--- src/rtl/prog_sequencer.sv ---
// Program sequencer between the instruction ROM and the processor control FSM.
// Optional watchdog on WAIT_DONE is enabled with `define PROG_SEQ_WDOG_EN.
module prog_sequencer #(
  parameter int          ADDR_W  = 5,
  parameter int          DATA_W  = 9,
  parameter logic [2:0]  OP_MVI  = 3'b001,
  parameter logic [2:0]  OP_HALT = 3'b111
) (
  input  logic              clk,
  input  logic              rst,
  input  logic              start,
  input  logic              step_mode,
  input  logic              halt_req,
  output logic [ADDR_W-1:0] rom_addr,
  input  logic [DATA_W-1:0] rom_data,
  output logic [DATA_W-1:0] proc_din,
  output logic              proc_run,
  input  logic              proc_done,
  output logic [ADDR_W-1:0] pc,
  output logic              busy,
  output logic              halted,
  output logic              err_timeout
);

  localparam logic [2:0] S_IDLE   = 3'd0;
  localparam logic [2:0] S_FETCH  = 3'd1;
  localparam logic [2:0] S_DECODE = 3'd2;
  localparam logic [2:0] S_PREF   = 3'd3;
  localparam logic [2:0] S_ISSUE  = 3'd4;
  localparam logic [2:0] S_WAIT   = 3'd5;
  localparam logic [2:0] S_HALTED = 3'd6;

  logic [2:0]        state;
  logic [2:0]        state_nxt;
  logic [DATA_W-1:0] ir_q;
  logic [DATA_W-1:0] imm_q;
  logic              skip_q;
  logic              wd_expire;
  logic [2:0]        ir_op;
  logic [2:0]        rd_op;
  logic [ADDR_W-1:0] pc_inc1;
  logic [ADDR_W-1:0] pc_inc2;

  assign ir_op   = ir_q[DATA_W-1 -: 3];
  assign rd_op   = rom_data[DATA_W-1 -: 3];
  assign pc_inc1 = pc + ADDR_W'(1);
  assign pc_inc2 = pc + ADDR_W'(2);

  assign rom_addr = (state == S_DECODE) ? pc_inc1 : pc;
  assign proc_run = (state == S_ISSUE);
  assign busy     = (state != S_IDLE) && (state != S_HALTED);
  assign halted   = (state == S_HALTED);

`ifdef PROG_SEQ_WDOG_EN
  logic [3:0] wd_cnt;
  logic       err_q;

  // Expiry fires on the cycle the count would step to 15, i.e. the 15th WAIT_DONE cycle.
  assign wd_expire   = (state == S_WAIT) && !proc_done && (wd_cnt == 4'd14);
  assign err_timeout = err_q;

  always_ff @(posedge clk or posedge rst) begin
    if (rst) begin
      wd_cnt <= '0;
      err_q  <= 1'b0;
    end else begin
      if (state == S_ISSUE)
        wd_cnt <= '0;
      else if ((state == S_WAIT) && !proc_done)
        wd_cnt <= wd_cnt + 4'd1;
      if (wd_expire)
        err_q <= 1'b1;
    end
  end
`else
  assign wd_expire   = 1'b0;
  assign err_timeout = 1'b0;
`endif

  always_comb begin
    state_nxt = state;
    case (state)
      S_IDLE:   if (start) state_nxt = S_FETCH;
      S_FETCH:  state_nxt = S_DECODE;
      S_DECODE: state_nxt = (rd_op == OP_HALT) ? S_HALTED : S_PREF;
      S_PREF:   state_nxt = S_ISSUE;
      S_ISSUE:  state_nxt = S_WAIT;
      S_WAIT: begin
        if (proc_done) begin
          if (halt_req)       state_nxt = S_HALTED;
          else if (step_mode) state_nxt = S_IDLE;
          else                state_nxt = S_FETCH;
        end else if (wd_expire) begin
          state_nxt = S_HALTED;
        end
      end
      S_HALTED: if (start && !halt_req) state_nxt = S_FETCH;
      default:  state_nxt = S_IDLE;
    endcase
  end

  always_ff @(posedge clk or posedge rst) begin
    if (rst) begin
      state    <= S_IDLE;
      pc       <= '0;
      proc_din <= '0;
      ir_q     <= '0;
      imm_q    <= '0;
      skip_q   <= 1'b0;
    end else begin
      state <= state_nxt;
      case (state)
        S_DECODE: begin
          ir_q <= rom_data;
          if (rd_op == OP_HALT)
            skip_q <= 1'b1;
        end
        S_PREF: begin
          imm_q    <= rom_data;
          proc_din <= ir_q;
        end
        S_ISSUE: begin
          if (ir_op == OP_MVI) begin
            proc_din <= imm_q;
            pc       <= pc_inc2;
          end else begin
            pc <= pc_inc1;
          end
        end
        S_HALTED: begin
          // pc stays on a halt word while parked; it is stepped past only on resume.
          if (state_nxt == S_FETCH) begin
            skip_q <= 1'b0;
            if (skip_q)
              pc <= pc_inc1;
          end
        end
        default: ;
      endcase
    end
  end

endmodule

--- config.mk ---
export PLATFORM = sky130hd
export DESIGN_NAME = prog_sequencer
export DESIGN_NICKNAME = d
export VERILOG_FILES = /design/src/rtl/prog_sequencer.sv
export SDC_FILE = /design/constraint.sdc
export NUM_CORES = 1
export LEC_CHECK = 0
export ABC_AREA = 1
export ABC_CLOCK_PERIOD_IN_PS = 3430
export BUFFER_PORTS_ARGS = -buffer_cell sky130_fd_sc_hd__buf_2
export CORE_MARGIN = 1
export CORE_UTILIZATION = 50
export DETAILED_ROUTE_END_ITERATION = 12
export PLACE_DENSITY = 0.81
export SKIP_LAST_GASP = 1
export SLEW_MARGIN = 20
export SYNTH_ARGS = -nofsm -noshare
export SYNTH_HDL_FRONTEND = slang
export SYNTH_SLANG_ARGS = --single-unit
--- constraint.sdc ---
create_clock -name clk -period 3.43 [get_ports clk]
set_input_delay 0.1715 -clock clk [delete_from_list [all_inputs] [get_ports clk]]
set_output_delay 0.1715 -clock clk [all_outputs]
set_load 0.005 [all_outputs]
==> results of run 1 <==
-- sequential cells by signal (all words and copies together), names as in the netlist --
signal    cells
skip_q        1
proc_din      9
imm_q         9
state         3
pc            5
ir_q          9
-- power by group through the flow --
stage                     Clock [W]  Combinational, W  Sequential (W)
after detailed placement          0          0.000824        0.000781
final                      0.000373          0.000828        0.000779
after global placement            0          0.000797        0.000767
after floorplan                   0          0.000592        0.000760
after global routing       0.000397          0.000965        0.000808
after CTS                  0.000378          0.000833        0.000774
-- placed cells by master, fill, tap and decap left out, types with 2 or more instances in the layout --
cell type / count
a21oi_1: 2
buf_2: 36
clkbuf_8: 5
dfrtp_1: 36
ha_1: 2
inv_1: 25
inv_2: 2
nand2_1: 104
nand2_4: 2
nand3_1: 22
nand3_2: 2
nand4_1: 4
nor2_1: 4
nor2_2: 3
o21ai_0: 23
o21ai_1: 2
-- routing by layer --
metal,track usage,wire length [um]
met1,0.289,1820
met2,0.352,1890
met3,0.0562,183
met4,0.122,76
met5,0,0
-- timing repair --
item	in CTS	in global routing
hold buffers	1	0
resized for setup	0	0
hold endpoints to repair	36	0
-- per-stage QoR --
step                      hold WS (ns)  cells  worst slack [ns]  area (um^2)
after floorplan                  0.294    248              2.23         1870
after global placement           0.286    324              1.54         2060
after detailed placement         0.292    324              1.47         2060
after CTS                        0.134    333              1.13         2180
after global routing             0.152    333             0.794         2190
final                            0.140    333              1.10         2190
-- kinds of logic (layout without fill, tap and decap cells) --
| group | Yosys count | after routing |
|---|---|---|
| xor+xnor | 2 | 2 |
| flops | 36 | 36 |
| simple gates | 145 | 145 |
| other cells | 1 | 1 |
| fa+ha+maj | 2 | 2 |
| buf+inv | 34 | 73 |
| compound gates | 28 | 28 |
-- critical path, stage by stage, from the launching register on --
cell,delay [ns]
dfrtp_1,0.46
inv_1,0.15
nand3_1,0.57
inv_1,0.39
nand2_1,0.10
o21ai_0,0.07
buf_2,0.13
-- final cells by class --
class / count / area share
Clock buffer: 5 / 0.0314
Clock inverter: 3 / 0.0194
Inverter: 27 / 0.0463
Multi-Input combinational cell: 178 / 0.375
Sequential cell: 36 / 0.411
Tap cell: 46 / 0.0263
Timing Repair Buffer: 38 / 0.0903
-- worst paths after layout --
kind	depth (start not counted)	to	from	slack (ns)
setup / recovery	6	rom_addr[4]	state[0]$_DFF_PP0_	1.10
setup reg to reg	4	state[2]$_DFF_PP0_	state[0]$_DFF_PP0_	1.54
max in group asynchronous	4	ir_q[2]$_DFFE_PP0N_	rst	2.60
min in group asynchronous	4	imm_q[6]$_DFFE_PP0P_	rst	0.51
hold / removal	3	state[1]$_DFF_PP0_	proc_done	0.14
hold reg to reg	2	ir_q[3]$_DFFE_PP0N_	ir_q[3]$_DFFE_PP0N_	0.49
==> results.ini, run 1 <==
[outcome]
status=finished, final reports clean

[finish]
nets=303
layout-drive-gt1-share=0.199
multi_input_area_um2=821
register_area_um2=901
antenna_cells_inserted=0
utilization=0.636
n_fill_cell=327
area_growth_pct=17.4

[setup_path]
arrival_ns=2.16
worstPathRequired_ns=3.26
path_max_fanout=24
critPathCaptureType=primary output
setup.worst_path.class=reg2out
startpoint_type=flop

[clocking]
path_clk_slew_ns=0.07
numCtsBuffers=5
cts_buffer_depth=2
clock_sinks=36
cts_tree=yes
htreeDepth=2
clk_latency_ns=0.29
post_cts_buffers=0
cts_root_buffer=clkbuf_8

[synthesis]
synth_area_um2=1870
synth.most_common_cell=nand2_1
synthFlopType=dfrtp_1
syn_inst=248
synth_top_family_by_area=simple AND/OR/NAND/NOR gates
synth_edf_count=0
postSynth.asyncResetShare=1.00
yosys.area.top_type=dfrtp_1
synth.yosys.seq_area_share=0.483
synth_fa_ha_area_frac=0.0134
synth_area_leaders=dfrtp_1 (48%), nand2_1 (21%), nand3_1 (6.2%)
synthSimpleGateAreaFrac=0.337
synthMuxAreaShare=0
synth_compound_area_frac=0.0758
ys_ff_latch=36
syn_nets=265
yosys-top-cells-count=nand2_1 (104), dfrtp_1 (36), inv_1 (25), nand3_1 (23), o21ai_0 (23)
synthDistinctLibCells=27
yosysWarnings=0
synth_xor_area_frac=0.00939
synth_top_cell_area_share=0.483
synth_area_per_cell_um2=7.52

[floorplanning]
die_w_um=63.1
core_area_um2=3440
top_level_ports=38
rows=21
initial_core_util=0.542
fp.dieH_um=63.1
dieArea_um2=3980

[timing]
fin_worst_skew_ns=0.00635
timing.fmax_mhz=429
setup_viol=0
max_slew_margin=0.481
tightest_slew_ns=0.777
tns_ns=0
hold_violations=0
min_period_over_period=0.679
min_period_ns=2.33
drv_slew=0
grt_setup_unrepaired=no

[detailed_routing]
avgViaCountPerCell=5.01
dr.pass1.iters=4
wire_per_inst_um=11.9
routed_wl_um=3980
detail-route-antenna-nets=0
drc_errors=0
num_vias=1668
drt_iter0_markers=116

[global_routing]
grt_max_degree=37
grt_pass1_vias=1573
grt-ovfl-total=0
grt_usage=0.226
antenna_found_initial=0
grt_pass1_wl_um=6860

[placement]
port_buffers=36
place_hpwl_um=2790
place_congestion=0.890

[power]
netSwitchingFraction=0.414
powerDensity_nw_per_um2=904
p_clk_frac=0.188
peakVddDrop_mv=0.435
leakage_nw=1.24
power_w=0.00198
p_comb_frac=0.418
seqPwrFrac=0.394
switchingPower_w=0.000820
p_int_w=0.00116

[hold_path]
hold_class=in2reg

[run]
max-cap-violations=0

Note: power is estimated with default switching activity, not from simulation.
==> run 2: changes to the inputs <==
Settings changed: ABC_CLOCK_PERIOD_IN_PS 3430 to 2170.
Clock period 3.43 ns to 2.17 ns, I/O delays scaled along.
==> run 2 against run 1 <==
  * Combinational power increased by 57%
  * Critical endpoint is now rom_addr[1]
  * Sequential cell count unchanged
  * Clock power increased by 31%
  * Clock-buffer cell count increased by 2
==> results.ini, run 2 (synthesis results as in run 1) <==
[setup_path]
reg2reg_depth=5  ; +1
startpoint_type=flop
cp_common_cell=inv_1
setup.worst_path.class=reg2out
critPathCaptureType=primary output
max_stage_delay_ns=0.45  ; -0.12 ns
arrival_ns=1.59  ; -0.57 ns
path_cells=inv_1 > nand3_1 > inv_1 > nand2_1 > o21ai_0 > buf_2
reg2reg_slack_ns=0.65  ; -0.89 ns
r2r-end=state[2]$_DFF_PP0_
crit_slowest_cell=dfrtp_1
worstPathRequired_ns=2.06  ; -1.20 ns
timing.rr.start=state[0]$_DFF_PP0_
path_max_fanout=7  ; -71%

[finish]
n_fill_cell=300  ; -8.3%
antenna_cells_inserted=0  ; unchanged
top_regs=imm_q x9, ir_q x9, proc_din x9
layout-drive-gt1-share=0.197  ; -0.00137
nets=305  ; +0.66%
final_common_cell=nand2_1
final_cell_mix=nand2_1 (104), dfrtp_1 (36), buf_2 (36), inv_1 (25)
utilization=0.634  ; -0.00218
area_growth_pct=17.0

[detailed_routing]
dr.pass1.iters=4  ; unchanged
drt_iter0_markers=102  ; -12%
routed_wl_um=3740  ; -5.9%
wire_per_inst_um=11.2  ; -6.4%
avgViaCountPerCell=4.86  ; -2.9%
detail-route-antenna-nets=0  ; unchanged
drc_errors=0  ; unchanged
num_vias=1629  ; -2.3%

[floorplanning]
top_level_ports=38  ; unchanged
rows=21  ; unchanged
dieArea_um2=3980  ; unchanged
core_area_um2=3440  ; unchanged
fp.dieH_um=63.1  ; unchanged
die_w_um=63.1  ; unchanged
initial_core_util=0.542  ; unchanged

[power]
peakVddDrop_mv=0.709  ; +63%
powerDensity_nw_per_um2=1380  ; +53%
leakage_nw=1.24  ; -0.15%
power_w=0.00302  ; +52%

[clocking]
numCtsBuffers=5  ; unchanged
cts_buffer_depth=2  ; unchanged
clock_sinks=36  ; unchanged
post_cts_buffers=0  ; unchanged
path_clk_slew_ns=0.07  ; about the same
cts_tree=yes
cts_root_buffer=clkbuf_8
htreeDepth=2  ; unchanged
clk_latency_ns=0.28  ; about the same

[global_routing]
grt_usage=0.213  ; -0.0132
grt_max_degree=37  ; unchanged
grt-ovfl-total=0  ; unchanged
grt_pass1_wl_um=6680  ; -2.6%
antenna_found_initial=0  ; unchanged
grt_pass1_vias=1533  ; -2.5%

[outcome]
status=finished, final reports clean

[timing]
min_period_over_period=0.782
tns_ns=0  ; unchanged
grt_setup_unrepaired=no
timing.fmax_mhz=589
fin_ws_ns=0.473  ; -0.627 ns
fin_worst_skew_ns=0.00716  ; +0.000810 ns
min_period_ns=1.70
setup_viol=0  ; unchanged
hold_violations=0  ; unchanged
drv_slew=0  ; unchanged

[hold_path]
holdPathEnd=state[1]$_DFF_PP0_
holdCritStartpoint=proc_done
hold_class=in2reg
hold_depth=3  ; unchanged

[placement]
port_buffers=36  ; unchanged
place_hpwl_um=2670  ; -4.2%
pre_cts_ws_ns=0.679  ; -0.790 ns
place_congestion=0.864  ; -2.9%

[run]
max-cap-violations=0  ; unchanged

==> run 2: changes by cell type in the layout (fill, tap and decap cells not counted) <==
cell       delta
buf_4         +2
bufinv_16     -1
clkbuf_1      +1
clkbuf_8      +1
clkinv_2      -1
nand3_1       +1
nand3_2       -1
==> run 2: stage by stage <==
step,cells,hold WS [ns],area (um^2)
detailed placement,326,0.229,2080
finish,335,0.0828,2180
global placement,326,0.229,2080
CTS,335,0.0830,2180
floorplan,248,0.231,1870
global route,335,0.101,2180
==> run 2: area by class of cell <==
cell class | count | area (um^2) | area share
Sequential cell | 36 | 901 | 0.413
Multi-Input combinational cell | 178 | 816 | 0.374
Tap cell | 46 | 57.6 | 0.0264
Clock inverter | 1 | 7.51 | 0.00344
Inverter | 27 | 101 | 0.0464
Clock buffer | 7 | 86.3 | 0.0396
Timing Repair Buffer | 40 | 213 | 0.0975
==> run 2: worst max-delay path, delay by kind of cell (launching register included) <==
kind | cells | cell delay, ns
AOI/OAI and AO/OA | 1 | 0.07
buffers and inverters | 3 | 0.50
DFF | 1 | 0.45
and+or+nand+nor | 2 | 0.29
==> run 2: routing by layer <==
| layer | up-vias | global-route usage | share of wire |
|---|---|---|---|
| li1 | 860 | - | - |
| met1 | 713 | 0.305 | 0.50 |
| met2 | 49 | 0.323 | 0.42 |
| met3 | 7 | 0.0380 | 0.059 |
| met4 | 0 | 0.0756 | 0.020 |
| met5 | - | 0 | 0 |
==> run 2: how the worst max path moves through the flow <==
stage                                   start                      end  cells after the start
after global placement     state[0]$_DFF_PP0_  proc_din[7]$_DFFE_PP0P_                      7
after global routing       state[0]$_DFF_PP0_              rom_addr[4]                      6
after detailed placement   state[0]$_DFF_PP0_       state[2]$_DFF_PP0_                      5
final                      state[0]$_DFF_PP0_              rom_addr[1]                      6
after floorplan           ir_q[7]$_DFFE_PP0N_        pc[4]$_DFFE_PP0P_                      8
after CTS                  state[0]$_DFF_PP0_              rom_addr[1]                      6
==> run 2: timing repair <==
action                                 in CTS  in global routing
gates resized for setup                     0                  0
hold buffers                                1                  0
endpoints found under the hold margin      36                  0
==> run 2: power breakdown <==
group          total [W]  switching [W]  internal [W]  leakage, nW
Combinational    0.00130       0.000781      0.000522        0.745
Sequential       0.00123       0.000240      0.000987        0.450
Clock           0.000487       0.000229      0.000258       0.0445
==> run 3: changes to the inputs <==
Settings changed: ABC_CLOCK_PERIOD_IN_PS 2170 to 1500, CORE_UTILIZATION 50 to 49, PLACE_DENSITY 0.81 to 0.82.
Clock period 2.17 ns to 1.5 ns, I/O delays scaled along.
==> run 3 against run 2 <==
  * The flow now finishes with violations (setup timing)
  * Clock skew down 0.0038 ns
  * Final cell count up 3.6%
  * Clock power rose by 51%
  * Worst hold slack lost 0.039 ns
  * Via count grew 7.9%
  * Largest cell class unchanged
  * Routed wire length grew 17%
  * Critical path type unchanged
  * Sequential share of layout area shrank 2.6 points
  * Total power grew 61%
  * Critical path depth increased by 1
  * Die area increased by 2.0%
==> results.ini, run 3 (synthesis results as in run 1) <==
[outcome]
status=complete, but fails checks
failed_checks=setup timing

[placement]
port_buffers=36  ; unchanged
place_hpwl_um=2820  ; +5.5%
placed_area_um2=2120  ; +1.8%
place_congestion=0.879  ; +1.7%

[power]
powerDensity_nw_per_um2=2070  ; +50%
power_w=0.00485  ; +61%
leakage_nw=1.30  ; +5.3%
peakVddDrop_mv=1.22  ; +72%

[setup_path]
crit_buf_inv=1  ; -2
startpoint_type=flop
worstPathRequired_ns=1.42  ; -0.64 ns
setup.worst_path.class=reg2out
path_max_fanout=4  ; -3
crit_slowest_cell=dfrtp_2
arrival_ns=1.43  ; -0.16 ns
max_stage_delay_ns=0.46  ; about the same
critPathCaptureType=primary output
cpLargestDelayFamily=flip-flops
path_cells=ha_4 > nand2_2 > nand2_2 > nand2_1 > nand2_1 > o21ai_0 > buf_2

[floorplanning]
dieArea_um2=4060  ; +2.0%
rows=22  ; +4.8%
initial_core_util=0.510  ; -0.0324
fp.dieH_um=63.7  ; +0.98%
top_level_ports=38  ; unchanged
die_w_um=63.7  ; +0.98%
core_area_um2=3660  ; +6.4%

[timing]
min_period_ns=1.50
grt_setup_unrepaired=yes
fin_ws_ns=-0.00403  ; -0.477 ns
fin_worst_skew_ns=0.00341  ; -0.00376 ns
drv_slew=0  ; unchanged
setup_viol=1  ; +1
timing.fmax_mhz=665
hold_violations=0  ; unchanged
min_period_over_period=1.00

[detailed_routing]
num_vias=1758  ; +7.9%
wire_per_inst_um=12.6  ; +13%
drt_iter0_markers=154  ; +51%
avgViaCountPerCell=5.07  ; +4.2%
dr.pass1.iters=5  ; +1
detail-route-antenna-nets=0  ; unchanged
routed_wl_um=4370  ; +17%
drc_errors=0  ; unchanged

[clocking]
clk_latency_ns=0.29  ; about the same
cts_tree=yes
clock_sinks=36  ; unchanged
path_clk_slew_ns=0.07  ; about the same
cts_root_buffer=clkbuf_8
numCtsBuffers=5  ; unchanged
cts_buffer_depth=2  ; unchanged
htreeDepth=2  ; unchanged

[finish]
antenna_cells_inserted=0  ; unchanged
utilization=0.639  ; +0.00515
top_regs=imm_q x9, ir_q x9, proc_din x9
layout-drive-gt1-share=0.264  ; +0.0670
final_common_cell=nand2_1
final_cell_mix=nand2_1 (102), buf_2 (36), dfrtp_1 (33), inv_1 (23), o21ai_0 (23)
area_growth_pct=25.4
nets=316  ; +3.6%
stdcell_area_um2=2340  ; +7.2%

[global_routing]
antenna_found_initial=0  ; unchanged
grt-ovfl-total=0  ; unchanged
grt_pass1_vias=1521  ; -0.78%
grt_usage=0.219  ; +0.00533
grt_pass1_wl_um=6740  ; +0.93%
grt_max_degree=37  ; unchanged

[run]
max-cap-violations=0  ; unchanged

[hold_path]
hold_class=in2reg

==> run 3: cell types whose count changed in the layout (fill, tap and decap cells not counted), moves of 2 or more <==
cell and delta:
ha_1 -2, ha_4 +2, dfrtp_2 +3, dfrtp_1 -3, inv_1 -2, nand2_1 -2, buf_4 +9, nand2_2 +2
==> run 3: what timing repair did <==
action | 4_1_cts | 5_1_grt
setup endpoints to repair | 5 | 10
buffers inserted | 2 | 6
hold endpoints to repair | 36 | 0
pin swaps | 0 | 3
hold buffers | 1 | 0
gates resized for setup | 4 | 12
==> run 3: worst reg2reg max path, stage by stage, from the launching register on <==
cell	delay, ns
dfrtp_1	0.43
inv_2	0.07
buf_4	0.15
nor2_1	0.07
o21ai_1	0.12
nor2_4	0.22
inv_1	0.10
nand2_1	0.07
nand2_1	0.06
==> run 3: final cells by class <==
| type | instances | area, um^2 |
|---|---|---|
| well taps | 48 | 60.1 |
| clock buffers | 7 | 96.3 |
| fillers | 314 | 1320 |
| flip-flops and latches | 36 | 905 |
| repair buffers | 51 | 312 |
| inverters | 27 | 104 |
| multi-input cells | 178 | 863 |
==> run 3: worst paths after layout <==
| path | startpoint | to | slack [ns] | depth (start not counted) |
|---|---|---|---|---|
| worst max-delay path | pc[1]$_DFFE_PP0P_ | rom_addr[3] | -0.004 | 7 |
| worst min-delay path | rom_data[1] | imm_q[1]$_DFFE_PP0P_ | 0.04 | 3 |
| worst max register to register | state[2]$_DFF_PP0_ | pc[2]$_DFFE_PP0P_ | 0.11 | 8 |
| worst min register to register | skip_q$_DFFE_PP0P_ | skip_q$_DFFE_PP0P_ | 0.48 | 2 |
| max in group asynchronous | rst | pc[0]$_DFFE_PP0P_ | 0.73 | 4 |
| min in group asynchronous | rst | proc_din[7]$_DFFE_PP0P_ | 0.42 | 4 |
==> run 3: metrics by stage <==
step	setup WS [ns]	hold WS, ns	setup TNS [ns]	cells
detailed placement	0.113	0.203	0	331
floorplan	0.305	0.197	0	248
CTS	0.0110	0.0363	0	341
global route	-0.0638	0.0446	-0.279	347
finish	-0.00403	0.0434	-0.00403	347
global placement	0.129	0.198	0	331
==> run 3: metal layers <==
metal / wire (um) / track usage / share of wire
met4: 154 / 0.111 / 0.035
met5: 0 / 0 / 0
met3: 232 / 0.0707 / 0.053
met1: 1930 / 0.294 / 0.44
met2: 2050 / 0.313 / 0.47
==> run 3: power breakdown <==
part	internal, W	switching, W
Clock	0.000409	0.000328
Sequential	0.00144	0.000350
Combinational	0.00100	0.00132
Total	0.00285	0.00200
